==> src/rtl/maple_rx_decoder_if.sv <==
// Byte stream interface between the Maple RX decoder and the RX FIFO.
// Carries one 8-bit AXI4-Stream channel with TLAST.
interface maple_rx_decoder_if;
  logic       tvalid;
  logic [7:0] tdata;
  logic       tlast;
  logic       tready;

  modport master (output tvalid, output tdata, output tlast, input tready);
  modport slave  (input tvalid, input tdata, input tlast, output tready);
endinterface

==> src/rtl/maple_rx_decoder.sv <==
// Maple Bus line decoder: synchronises SDCKA/SDCKB, recognises start/end patterns,
// deserialises MSB-first bytes and streams them out with TLAST on the last byte.
// One byte is held back (HOLD) so that the final byte can be tagged TLAST at END.
// Optional feature macro: MAPLE_RX_CRC_EN (packet XOR check driving crc_err).
module maple_rx_decoder #(
  parameter int SYNC_STAGES    = 2,
  parameter int TIMEOUT_CYCLES = 1024
) (
  input  logic               aclk,
  input  logic               aresetn,
  input  logic               enable,
  input  logic               sdcka,
  input  logic               sdckb,
  maple_rx_decoder_if.master m_axis,
  output logic               receiving,
  output logic               frame_err,
  output logic               overrun,
  output logic               crc_err
);

  localparam int            TW      = $clog2(TIMEOUT_CYCLES + 1);
  localparam logic [TW-1:0] TMO_MAX = TW'(TIMEOUT_CYCLES);

  typedef enum logic [2:0] {
    ST_IDLE   = 3'd0,
    ST_START  = 3'd1,
    ST_DATA_A = 3'd2,
    ST_DATA_B = 3'd3,
    ST_END    = 3'd4,
    ST_FLUSH  = 3'd5
  } state_t;

  logic [SYNC_STAGES-1:0] a_sync_q, a_sync_d, b_sync_q, b_sync_d;
  logic                   a_prev_q, b_prev_q;
  logic                   a_s, b_s, a_fall_s, a_rise_s, b_fall_s, b_rise_s, a_edge_s, b_edge_s;

  state_t        state_q, state_d;
  logic [2:0]    cnt_q, cnt_d;
  logic [6:0]    shift_q, shift_d;
  logic [2:0]    bitcnt_q, bitcnt_d;
  logic [7:0]    hold_q, hold_d;
  logic          hold_vld_q, hold_vld_d;
  logic [7:0]    out_data_q, out_data_d;
  logic          out_last_q, out_last_d;
  logic          out_vld_q, out_vld_d;
  logic [TW-1:0] tmo_q, tmo_d;
  logic          receiving_q, receiving_d;
  logic          frame_err_q, frame_err_d;
  logic          overrun_q, overrun_d;
  logic          active_s, tmo_hit_s, out_free_s, in_bit_s, byte_done_s;
  logic [7:0]    byte_s;

  // Shift registers of the line synchronisers.
  always_comb begin
    a_sync_d = {a_sync_q[SYNC_STAGES-2:0], sdcka};
    b_sync_d = {b_sync_q[SYNC_STAGES-2:0], sdckb};
  end

  // Synchroniser and previous-sample flops; idle-high lines reset to 1 to avoid false edges.
  always_ff @(posedge aclk or negedge aresetn) begin
    if (!aresetn) begin
      a_sync_q <= {SYNC_STAGES{1'b1}};
      b_sync_q <= {SYNC_STAGES{1'b1}};
      a_prev_q <= 1'b1;
      b_prev_q <= 1'b1;
    end else begin
      a_sync_q <= a_sync_d;
      b_sync_q <= b_sync_d;
      a_prev_q <= a_sync_q[SYNC_STAGES-1];
      b_prev_q <= b_sync_q[SYNC_STAGES-1];
    end
  end

  assign a_s        = a_sync_q[SYNC_STAGES-1];
  assign b_s        = b_sync_q[SYNC_STAGES-1];
  assign a_fall_s   = a_prev_q & ~a_s;
  assign a_rise_s   = ~a_prev_q & a_s;
  assign b_fall_s   = b_prev_q & ~b_s;
  assign b_rise_s   = ~b_prev_q & b_s;
  assign a_edge_s   = a_prev_q ^ a_s;
  assign b_edge_s   = b_prev_q ^ b_s;
  assign active_s   = (state_q == ST_START) || (state_q == ST_DATA_A) ||
                      (state_q == ST_DATA_B) || (state_q == ST_END);
  assign tmo_hit_s  = (tmo_q == TMO_MAX);
  // OUT can accept a new byte if empty or being consumed this cycle.
  assign out_free_s = ~out_vld_q | m_axis.tready;

  // Next-state, deserialiser, HOLD/OUT buffering and error pulses.
  always_comb begin
    state_d     = state_q;
    cnt_d       = cnt_q;
    shift_d     = shift_q;
    bitcnt_d    = bitcnt_q;
    hold_d      = hold_q;
    hold_vld_d  = hold_vld_q;
    out_data_d  = out_data_q;
    out_last_d  = out_last_q;
    receiving_d = receiving_q;
    frame_err_d = 1'b0;
    overrun_d   = 1'b0;
    byte_done_s = 1'b0;
    in_bit_s    = (state_q == ST_DATA_A) ? b_s : a_s;
    byte_s      = {shift_q, in_bit_s};

    if (out_vld_q && m_axis.tready) begin
      out_vld_d = 1'b0;
    end else begin
      out_vld_d = out_vld_q;
    end

    if (!active_s || a_edge_s || b_edge_s) begin
      tmo_d = {TW{1'b0}};
    end else if (tmo_q != TMO_MAX) begin
      tmo_d = tmo_q + TW'(1);
    end else begin
      tmo_d = tmo_q;
    end

    if (active_s && !enable) begin
      // Enable dropped mid-packet: close framing quietly.
      state_d = ST_FLUSH;
    end else if (active_s && ((a_edge_s && b_edge_s) || tmo_hit_s)) begin
      state_d     = ST_FLUSH;
      frame_err_d = 1'b1;
    end else begin
      case (state_q)
        ST_IDLE: begin
          cnt_d    = 3'd0;
          bitcnt_d = 3'd0;
          shift_d  = 7'd0;
          if (enable && a_fall_s && b_s) begin
            state_d = ST_START;
          end else begin
            state_d = ST_IDLE;
          end
        end
        ST_START: begin
          if (a_rise_s) begin
            if (cnt_q == 3'd4) begin
              state_d     = ST_DATA_A;
              receiving_d = 1'b1;
            end else begin
              state_d     = ST_IDLE;
              frame_err_d = 1'b1;
            end
          end else if (b_fall_s) begin
            cnt_d = (cnt_q == 3'd7) ? cnt_q : cnt_q + 3'd1;
          end else begin
            cnt_d = cnt_q;
          end
        end
        ST_DATA_A: begin
          if (a_fall_s) begin
            shift_d     = byte_s[6:0];
            bitcnt_d    = bitcnt_q + 3'd1;
            byte_done_s = (bitcnt_q == 3'd7);
            state_d     = ST_DATA_B;
          end else if (b_fall_s && a_s) begin
            cnt_d = 3'd0;
            if (bitcnt_q == 3'd0) begin
              state_d = ST_END;
            end else begin
              state_d     = ST_FLUSH;
              frame_err_d = 1'b1;
            end
          end else begin
            state_d = ST_DATA_A;
          end
        end
        ST_DATA_B: begin
          if (b_fall_s) begin
            shift_d     = byte_s[6:0];
            bitcnt_d    = bitcnt_q + 3'd1;
            byte_done_s = (bitcnt_q == 3'd7);
            state_d     = ST_DATA_A;
          end else begin
            state_d = ST_DATA_B;
          end
        end
        ST_END: begin
          if (b_rise_s) begin
            state_d     = ST_FLUSH;
            frame_err_d = (cnt_q != 3'd2);
          end else if (a_fall_s && !b_s) begin
            cnt_d = (cnt_q == 3'd7) ? cnt_q : cnt_q + 3'd1;
          end else begin
            cnt_d = cnt_q;
          end
        end
        ST_FLUSH: begin
          if (!hold_vld_q) begin
            state_d     = ST_IDLE;
            receiving_d = 1'b0;
          end else if (out_free_s) begin
            out_data_d  = hold_q;
            out_last_d  = 1'b1;
            out_vld_d   = 1'b1;
            hold_vld_d  = 1'b0;
            receiving_d = 1'b0;
            state_d     = ST_IDLE;
          end else begin
            state_d = ST_FLUSH;
          end
        end
        default: begin
          state_d = ST_IDLE;
        end
      endcase
    end

    // A completed byte parks in HOLD; a full HOLD is pushed to OUT (tlast=0) first.
    if (byte_done_s) begin
      if (!hold_vld_q) begin
        hold_d     = byte_s;
        hold_vld_d = 1'b1;
      end else if (out_free_s) begin
        out_data_d = hold_q;
        out_last_d = 1'b0;
        out_vld_d  = 1'b1;
        hold_d     = byte_s;
      end else begin
        overrun_d = 1'b1;
      end
    end else begin
      overrun_d = 1'b0;
    end
  end

  // Main state, buffer and output registers.
  always_ff @(posedge aclk or negedge aresetn) begin
    if (!aresetn) begin
      state_q     <= ST_IDLE;
      cnt_q       <= 3'd0;
      shift_q     <= 7'd0;
      bitcnt_q    <= 3'd0;
      hold_q      <= 8'd0;
      hold_vld_q  <= 1'b0;
      out_data_q  <= 8'd0;
      out_last_q  <= 1'b0;
      out_vld_q   <= 1'b0;
      tmo_q       <= {TW{1'b0}};
      receiving_q <= 1'b0;
      frame_err_q <= 1'b0;
      overrun_q   <= 1'b0;
    end else begin
      state_q     <= state_d;
      cnt_q       <= cnt_d;
      shift_q     <= shift_d;
      bitcnt_q    <= bitcnt_d;
      hold_q      <= hold_d;
      hold_vld_q  <= hold_vld_d;
      out_data_q  <= out_data_d;
      out_last_q  <= out_last_d;
      out_vld_q   <= out_vld_d;
      tmo_q       <= tmo_d;
      receiving_q <= receiving_d;
      frame_err_q <= frame_err_d;
      overrun_q   <= overrun_d;
    end
  end

  assign m_axis.tvalid = out_vld_q;
  assign m_axis.tdata  = out_data_q;
  assign m_axis.tlast  = out_last_q;
  assign receiving     = receiving_q;
  assign frame_err     = frame_err_q;
  assign overrun       = overrun_q;

`ifdef MAPLE_RX_CRC_EN
  logic [7:0] xor_q, xor_d;
  logic       chk_q, chk_d, crc_err_q, crc_err_d;

  function automatic logic [7:0] xor_fold(input logic [7:0] acc, input logic [7:0] data);
    return acc ^ data;
  endfunction

  // Running packet XOR; checked only when the packet ended with a clean END pattern.
  always_comb begin
    if (state_q == ST_START && state_d == ST_DATA_A) begin
      xor_d = 8'h00;
    end else if (byte_done_s) begin
      xor_d = xor_fold(xor_q, byte_s);
    end else begin
      xor_d = xor_q;
    end
    if (state_q == ST_END && state_d == ST_FLUSH && !frame_err_d && enable) begin
      chk_d = 1'b1;
    end else if (state_q == ST_FLUSH && state_d == ST_IDLE) begin
      chk_d = 1'b0;
    end else begin
      chk_d = chk_q;
    end
    if (state_q == ST_FLUSH && hold_vld_q && out_free_s && chk_q && (xor_q != 8'h00)) begin
      crc_err_d = 1'b1;
    end else begin
      crc_err_d = 1'b0;
    end
  end

  // XOR accumulator and crc_err pulse register.
  always_ff @(posedge aclk or negedge aresetn) begin
    if (!aresetn) begin
      xor_q     <= 8'h00;
      chk_q     <= 1'b0;
      crc_err_q <= 1'b0;
    end else begin
      xor_q     <= xor_d;
      chk_q     <= chk_d;
      crc_err_q <= crc_err_d;
    end
  end

  assign crc_err = crc_err_q;
`else
  assign crc_err = 1'b0;
`endif

endmodule

==> src/flat_wrapper.sv <==
// flat-port wrapper written by rule: the top's interface ports become plain ports
module maple_rx_decoder_flat 
#(
  parameter int SYNC_STAGES    = 2,
  parameter int TIMEOUT_CYCLES = 1024
)
  (aclk, aresetn, enable, sdcka, sdckb, receiving, frame_err, overrun, crc_err, m_axis_tvalid, m_axis_tdata, m_axis_tlast, m_axis_tready);
  maple_rx_decoder_if m_axis_i ();
  input  logic aclk;
  input  logic aresetn;
  input  logic enable;
  input  logic sdcka;
  input  logic sdckb;
  output logic receiving;
  output logic frame_err;
  output logic overrun;
  output logic crc_err;
  output wire logic [$bits(m_axis_i.tvalid)-1:0] m_axis_tvalid;
  output wire logic [$bits(m_axis_i.tdata)-1:0] m_axis_tdata;
  output wire logic [$bits(m_axis_i.tlast)-1:0] m_axis_tlast;
  input wire logic [$bits(m_axis_i.tready)-1:0] m_axis_tready;
  assign m_axis_tvalid = m_axis_i.tvalid;
  assign m_axis_tdata = m_axis_i.tdata;
  assign m_axis_tlast = m_axis_i.tlast;
  assign m_axis_i.tready = m_axis_tready;
  maple_rx_decoder #(.SYNC_STAGES(SYNC_STAGES), .TIMEOUT_CYCLES(TIMEOUT_CYCLES)) u_core (.aclk(aclk), .aresetn(aresetn), .enable(enable), .sdcka(sdcka), .sdckb(sdckb), .m_axis(m_axis_i), .receiving(receiving), .frame_err(frame_err), .overrun(overrun), .crc_err(crc_err));
endmodule
==> config.mk <==
export PLATFORM = sky130hd
export DESIGN_NAME = maple_rx_decoder_flat
export DESIGN_NICKNAME = d
export VERILOG_FILES = /design/src/rtl/maple_rx_decoder_if.sv /design/src/rtl/maple_rx_decoder.sv /design/src/flat_wrapper.sv
export SDC_FILE = /design/constraint.sdc
export NUM_CORES = 1
export LEC_CHECK = 0
export CAP_MARGIN = 20
export CORE_UTILIZATION = 40
export CTS_BUF_LIST = sky130_fd_sc_hd__clkbuf_16
export CTS_CLUSTER_DIAMETER = 100
export DETAILED_ROUTE_END_ITERATION = 7
export PLACE_DENSITY = 0.62
export SYNTH_ARGS = -nofsm -noshare
export SYNTH_HDL_FRONTEND = slang
export SYNTH_SLANG_ARGS = --single-unit
==> constraint.sdc <==
create_clock -name aclk -period 2.52 [get_ports aclk]
set_input_delay 0.252 -clock aclk [delete_from_list [all_inputs] [get_ports aclk]]
set_output_delay 0.252 -clock aclk [all_outputs]
set_load 0.02 [all_outputs]
* Word-level counts from Yosys, hierarchy flattened *
Cells that the tools add are included.

operators by class
  bitwise logic cells = 14
  multiplexer cells = 84
  equal/unequal tests = 25
  reductions and logical operators = 28
  add/sub/neg operators = 3

operator list
  kind                                                  number
  2-to-1 mux 8 bit                                      10
  2-to-1 mux 3 bit                                      17
  2-to-1 mux 1 bit                                      45
  2-to-1 mux 11 bit                                     2
  one-hot mux 7 bit (3 select lines)                    1
  one-hot mux 3 bit (6 select lines)                    1
  equality test 3 bit (second input constant)           5
  2-to-1 mux 7 bit                                      2
  != test 2 bit (second input constant)                 7
  one-hot mux 3 bit (4 select lines)                    1
  adder 11 x 1 -> 11 bit (second input constant)        1
  equality test 11 bit (second input constant)          1
  != test 11 bit (second input constant)                1
  one-hot mux 3 bit (3 select lines)                    1
  AND reduction 9 bit                                   1
  logical AND 1 bit                                     8
  != test 2 x 1 -> 1 bit (second input constant)        4
  != test 4 x 3 -> 1 bit (second input constant)        2
  inverter 1 bit                                        7
  adder 3 x 1 -> 3 bit (second input constant)          2
  equality test 3 x 2 -> 1 bit (second input constant)  2
  zero test 3 bit                                       2
  logical OR 1 bit                                      6
  AND reduction 6 bit                                   1
  15 further kinds                                      24

word-level totals
  word-level logic and storage cells = 171
  output and inout port bits = 14
  input bits = 6
  register bits = 55

* Logic depth before layout (Yosys ltp) *
  depth after elaboration = 10
  mapped depth = 7
  mapped depth without buffers = 6

* Least setup slack after synthesis *
Ideal clock, no wire load.

  kind = reg2reg
  start point = register u_core.a_sync_q[1]
  end point = register u_core.out_data_q[0], in the netlist u_core.m_axis.tdata[0]
  buffers on the path = 1
  cell stages (with the launch flop) = 8
  slack = 0.432 ns
  data arrival time = 1.963 ns
  data required time = 2.395 ns
  period minus slack after synthesis = 2.088 ns
  library setup time = 0.125 ns
  cell sequence = dfstp_2 inv_1 ha_1 mux2_2 and3_1 buf_2 a31oi_4 mux2_2

on the way
  word-level cells in the longest chain between the ends = 9
  elaborated cells on any way between the ends = 15
  those cells by class = mux: 9; bitwise: 3; reduce/logical: 3

RTL lines
  item                            RTL line                 source
  start: declaration              maple_rx_decoder.sv:33   logic [SYNC_STAGES-1:0] a_sync_q, a_sync_d, b_sync_q, b_sync_d;
  start signal: assignment        maple_rx_decoder.sv:62   a_sync_q <= {SYNC_STAGES{1'b1}};
  start signal: assignment        maple_rx_decoder.sv:67   a_sync_q <= a_sync_d;
  bitwise XOR 1 bit               maple_rx_decoder.sv:80   assign a_edge_s = a_prev_q ^ a_s;
  logical AND 1 bit               maple_rx_decoder.sv:122  end else if (active_s && ((a_edge_s && b_edge_s) || tmo_hit_s)) begin
  logical OR 1 bit                maple_rx_decoder.sv:122
  logical AND 1 bit               maple_rx_decoder.sv:122
  2-to-1 mux 8 bit                maple_rx_decoder.sv:122
  2-to-1 mux 8 bit                maple_rx_decoder.sv:119  if (active_s && !enable) begin
  2-to-1 mux 8 bit                maple_rx_decoder.sv:216  end else if (out_free_s) begin
  2-to-1 mux 8 bit                maple_rx_decoder.sv:213  if (!hold_vld_q) begin
  2-to-1 mux 8 bit *              maple_rx_decoder.sv:212  if (byte_done_s) begin
  named net u_core.out_data_d[0]  maple_rx_decoder.sv:43   logic [7:0] out_data_q, out_data_d;
  end signal: assignment          maple_rx_decoder.sv:252  out_data_q <= out_data_d;
  end: declaration                maple_rx_decoder.sv:43

The timed path passes the listed nets; every way through them passes the cells marked *.
A chain may end at the register's enable or synchronous reset.

* Worst setup path after layout *
  start point = register u_core.b_prev_q
  end point = register u_core.out_data_q[0], in the netlist u_core.m_axis.tdata[0]

on the way
  word-level cells in the longest chain between the ends = 9
  elaborated cells on any way between the ends = 14
  those cells by class = mux: 9; bitwise: 2; reduce/logical: 3

RTL lines
  item                            RTL line                 source
  start: declaration              maple_rx_decoder.sv:34   logic a_prev_q, b_prev_q;
  start signal: assignment        maple_rx_decoder.sv:70   b_prev_q <= b_sync_q[SYNC_STAGES-1];
  bitwise XOR 1 bit               maple_rx_decoder.sv:81   assign b_edge_s = b_prev_q ^ b_s;
  logical AND 1 bit               maple_rx_decoder.sv:122
  logical OR 1 bit                maple_rx_decoder.sv:122
  logical AND 1 bit               maple_rx_decoder.sv:122
  2-to-1 mux 8 bit                maple_rx_decoder.sv:122
  2-to-1 mux 8 bit                maple_rx_decoder.sv:119
  2-to-1 mux 8 bit                maple_rx_decoder.sv:216
  2-to-1 mux 8 bit                maple_rx_decoder.sv:213
  2-to-1 mux 8 bit *              maple_rx_decoder.sv:212
  named net u_core.out_data_d[0]  maple_rx_decoder.sv:43

Marks and branches as above.

==> impl_metrics.toml <==
[floorplanning]
core_area_sq_um = 6760
start_util = 0.413
die_y_um = 85.6
placementRows = 30
die_x_um = 85.6
io_pins = 20
die_area_sq_um = 7320

[outcome]
status = "finished, final reports clean"

[synthesis]
synth_ff_type = "dfrtp_1"
synthesis.nets = 268
synth-seq-area-share = 0.496
synthArstFlopShare = 1.00
synth_area_leaders = "dfrtp_1, mux2_2, ha_1"
syn_inst = 248
synth.distinct_cells = 50
netlist.area_leader.share = 0.439
synth_area_leader_cell = "dfrtp_1"
postSynthAreaPerCell_sq_um = 11.3
synth-seq-cells = 55
synth-edff-count = 0
yosys.cell_count.top_type = "dfrtp_1"
synth_area_sq_um = 2790
synthTopCellsByCount = "dfrtp_1, inv_1, nand2_1, nor2_1, mux2_2"
yosysWarnings = 0

[route]
drt_wl_total_um = 4930
ant_nets = 0
vias = 1800
avgViaCountPerCell = 5.10
first_pass_iters = 4
drt_iter0_markers = 71
drc = 0
wl_per_cell_um = 14.0

[sta]
setup_tns_ns = 0
fmax_mhz = 443
slew_viol_final = 0
min_period_over_period = 0.896
setup_viol = 0
period_minus_slack_ns = 2.26
slew_headroom = 0.622
finalHoldViolCount = 0
fin_skew_ns = 0.00480
tightest_slew_ns = 0.563
whs_ns = 0.359
rsz0062_at_grt = "false"

[placement]
io_buffers = 18
dp_hpwl_um = 3610
routabilityCongestion = 0.782

[finish]
drive_gt1_frac = 0.161
areaGrowthSynthToFinish_pct = 15.5
n_fill_cell = 641
diodes = 0
final_nets = 292

[worst_setup_path]
crit_type = "flop to flop"
cp_slowest_stage_delay_ns = 0.55
cp_top_family = "compound AO/OA/AOI/OAI gates"
critPathMaxFanout = 8
crit_chain = "inv_1 -> ha_1 -> o21ai_0 -> a41oi_4 -> a31oi_4 -> mux2_2"
slowest_stage = "dfstp_2"
worstSetupStartpointType = "flop"
worst_ep_required_time_ns = 2.69
crit_buf_inv = 1
r2r_setup_slack_ns = 0.26
end_kind = "flop"
crit_arrival_ns = 2.43

[clock_network]
ctsHoldBuffers = 1
clk_pin_slew_ns = 0.07
cts_resized = 0
htreeDepth = 2
cts.sinks = 55
cts_inserted_buffers = 5
post_cts_buffers = 0
cts-root-buf = "clkbuf_16"
tritoncts = "yes"
cts_buffer_depth = 2
clkLatencyLatePin_ns = 0.29

[power_and_ir_drop]
p_leak_nw = 1.50
finalPower_mw = 2.32
power_density_nw_per_um2 = 719
irDropWorstVdd_mv = 0.257

[global_routing]
grt_max_degree = 24
track_usage = 0.146
grt_pass1_vias = 1786
antenna_found_initial = 0
grt_pass1_wl_um = 8510
grt-ovfl-total = 0

[hold_path]
hold_class = "flop to flop"

[flow_run]
maxCapViolCount = 0
==> cell families after synthesis <==
logic type,count (synthesis),share of synthesized area
and+or+nand+nor,76,0.152
DFF,55,0.496
muxes,33,0.126
buffers and inverters,31,0.0448
AOI/OAI and AO/OA,27,0.0829
adders and majority gates,14,0.0627
xor gates and xnor gates,11,0.0345
other,1,0.00134
==> layout by cell type (no fill, tap or decap), types with 7 or more instances in the layout <==
| cell | instances |
|---|---|
| ha_1 | 14 |
| clkdlybuf4s50_1 | 17 |
| nand2_1 | 21 |
| mux2i_1 | 15 |
| inv_1 | 23 |
| mux2_2 | 16 |
| nor2_1 | 19 |
| dfrtp_1 | 49 |
| a21oi_1 | 7 |
==> layout make-up <==
type,instances,area (sq um),area share
sequential,55,1380,0.429
multi-input combinational,162,1280,0.398
timing repair buffer,25,230,0.0714
clock buffer,5,125,0.0388
tap,80,100,0.0310
inverter,23,86.3,0.0268
clock inverter,3,15.0,0.00466
==> power by group <==
part           internal [mW]  switching [mW]  total [mW]
registers              0.948          0.0791        1.03
clock network          0.362           0.298       0.660
logic                  0.273           0.357       0.631
total                   1.58           0.735        2.32
==> flip-flops by register name (all words and copies together), names as in the netlist, 2 cells and up <==
name / count
u_core.tmo_q: 11
u_core.hold_q: 8
u_core.m_axis.tdata: 8
u_core.shift_q: 7
u_core.bitcnt_q: 3
u_core.cnt_q: 3
u_core.state_q: 3
u_core.a_sync_q: 2
u_core.b_sync_q: 2
==> worst paths after layout <==
check / from / endpoint / cells after the start
hold reg to reg: u_core.a_sync_q[0] / u_core.a_sync_q[1] / 0
setup / recovery: u_core.b_prev_q / u_core.m_axis.tdata[0] / 6
min in group asynchronous: aresetn / u_core.m_axis.tdata[5] / 2
max in group asynchronous: aresetn / u_core.b_prev_q / 3
setup reg to reg: u_core.b_prev_q / u_core.m_axis.tdata[0] / 6
hold / removal: u_core.a_sync_q[0] / u_core.a_sync_q[1] / 0
==> per-layer routing <==
metal	share of wire	wire length, um	vias up	GRT usage
met5	0	0	-	0
met4	0.0071	35	0	0.0500
met3	0.025	125	2	0.0231
met2	0.47	2300	22	0.228
met1	0.50	2470	878	0.209
li1	-	-	898	-
==> per-stage QoR <==
step / instance area [sq um] / setup WS (ns) / std cells / util
after detailed placement: 3070 / 0.298 / 344 / 0.455
after CTS: 3220 / 0.240 / 353 / 0.477
after floorplan: 2790 / 0.432 / 248 / -
after global placement: 3070 / 0.344 / 344 / 0.455
after global routing: 3220 / 0.156 / 353 / 0.477
final: 3220 / 0.263 / 353 / 0.477
No activity file was read; power rests on OpenSTA's default activity.
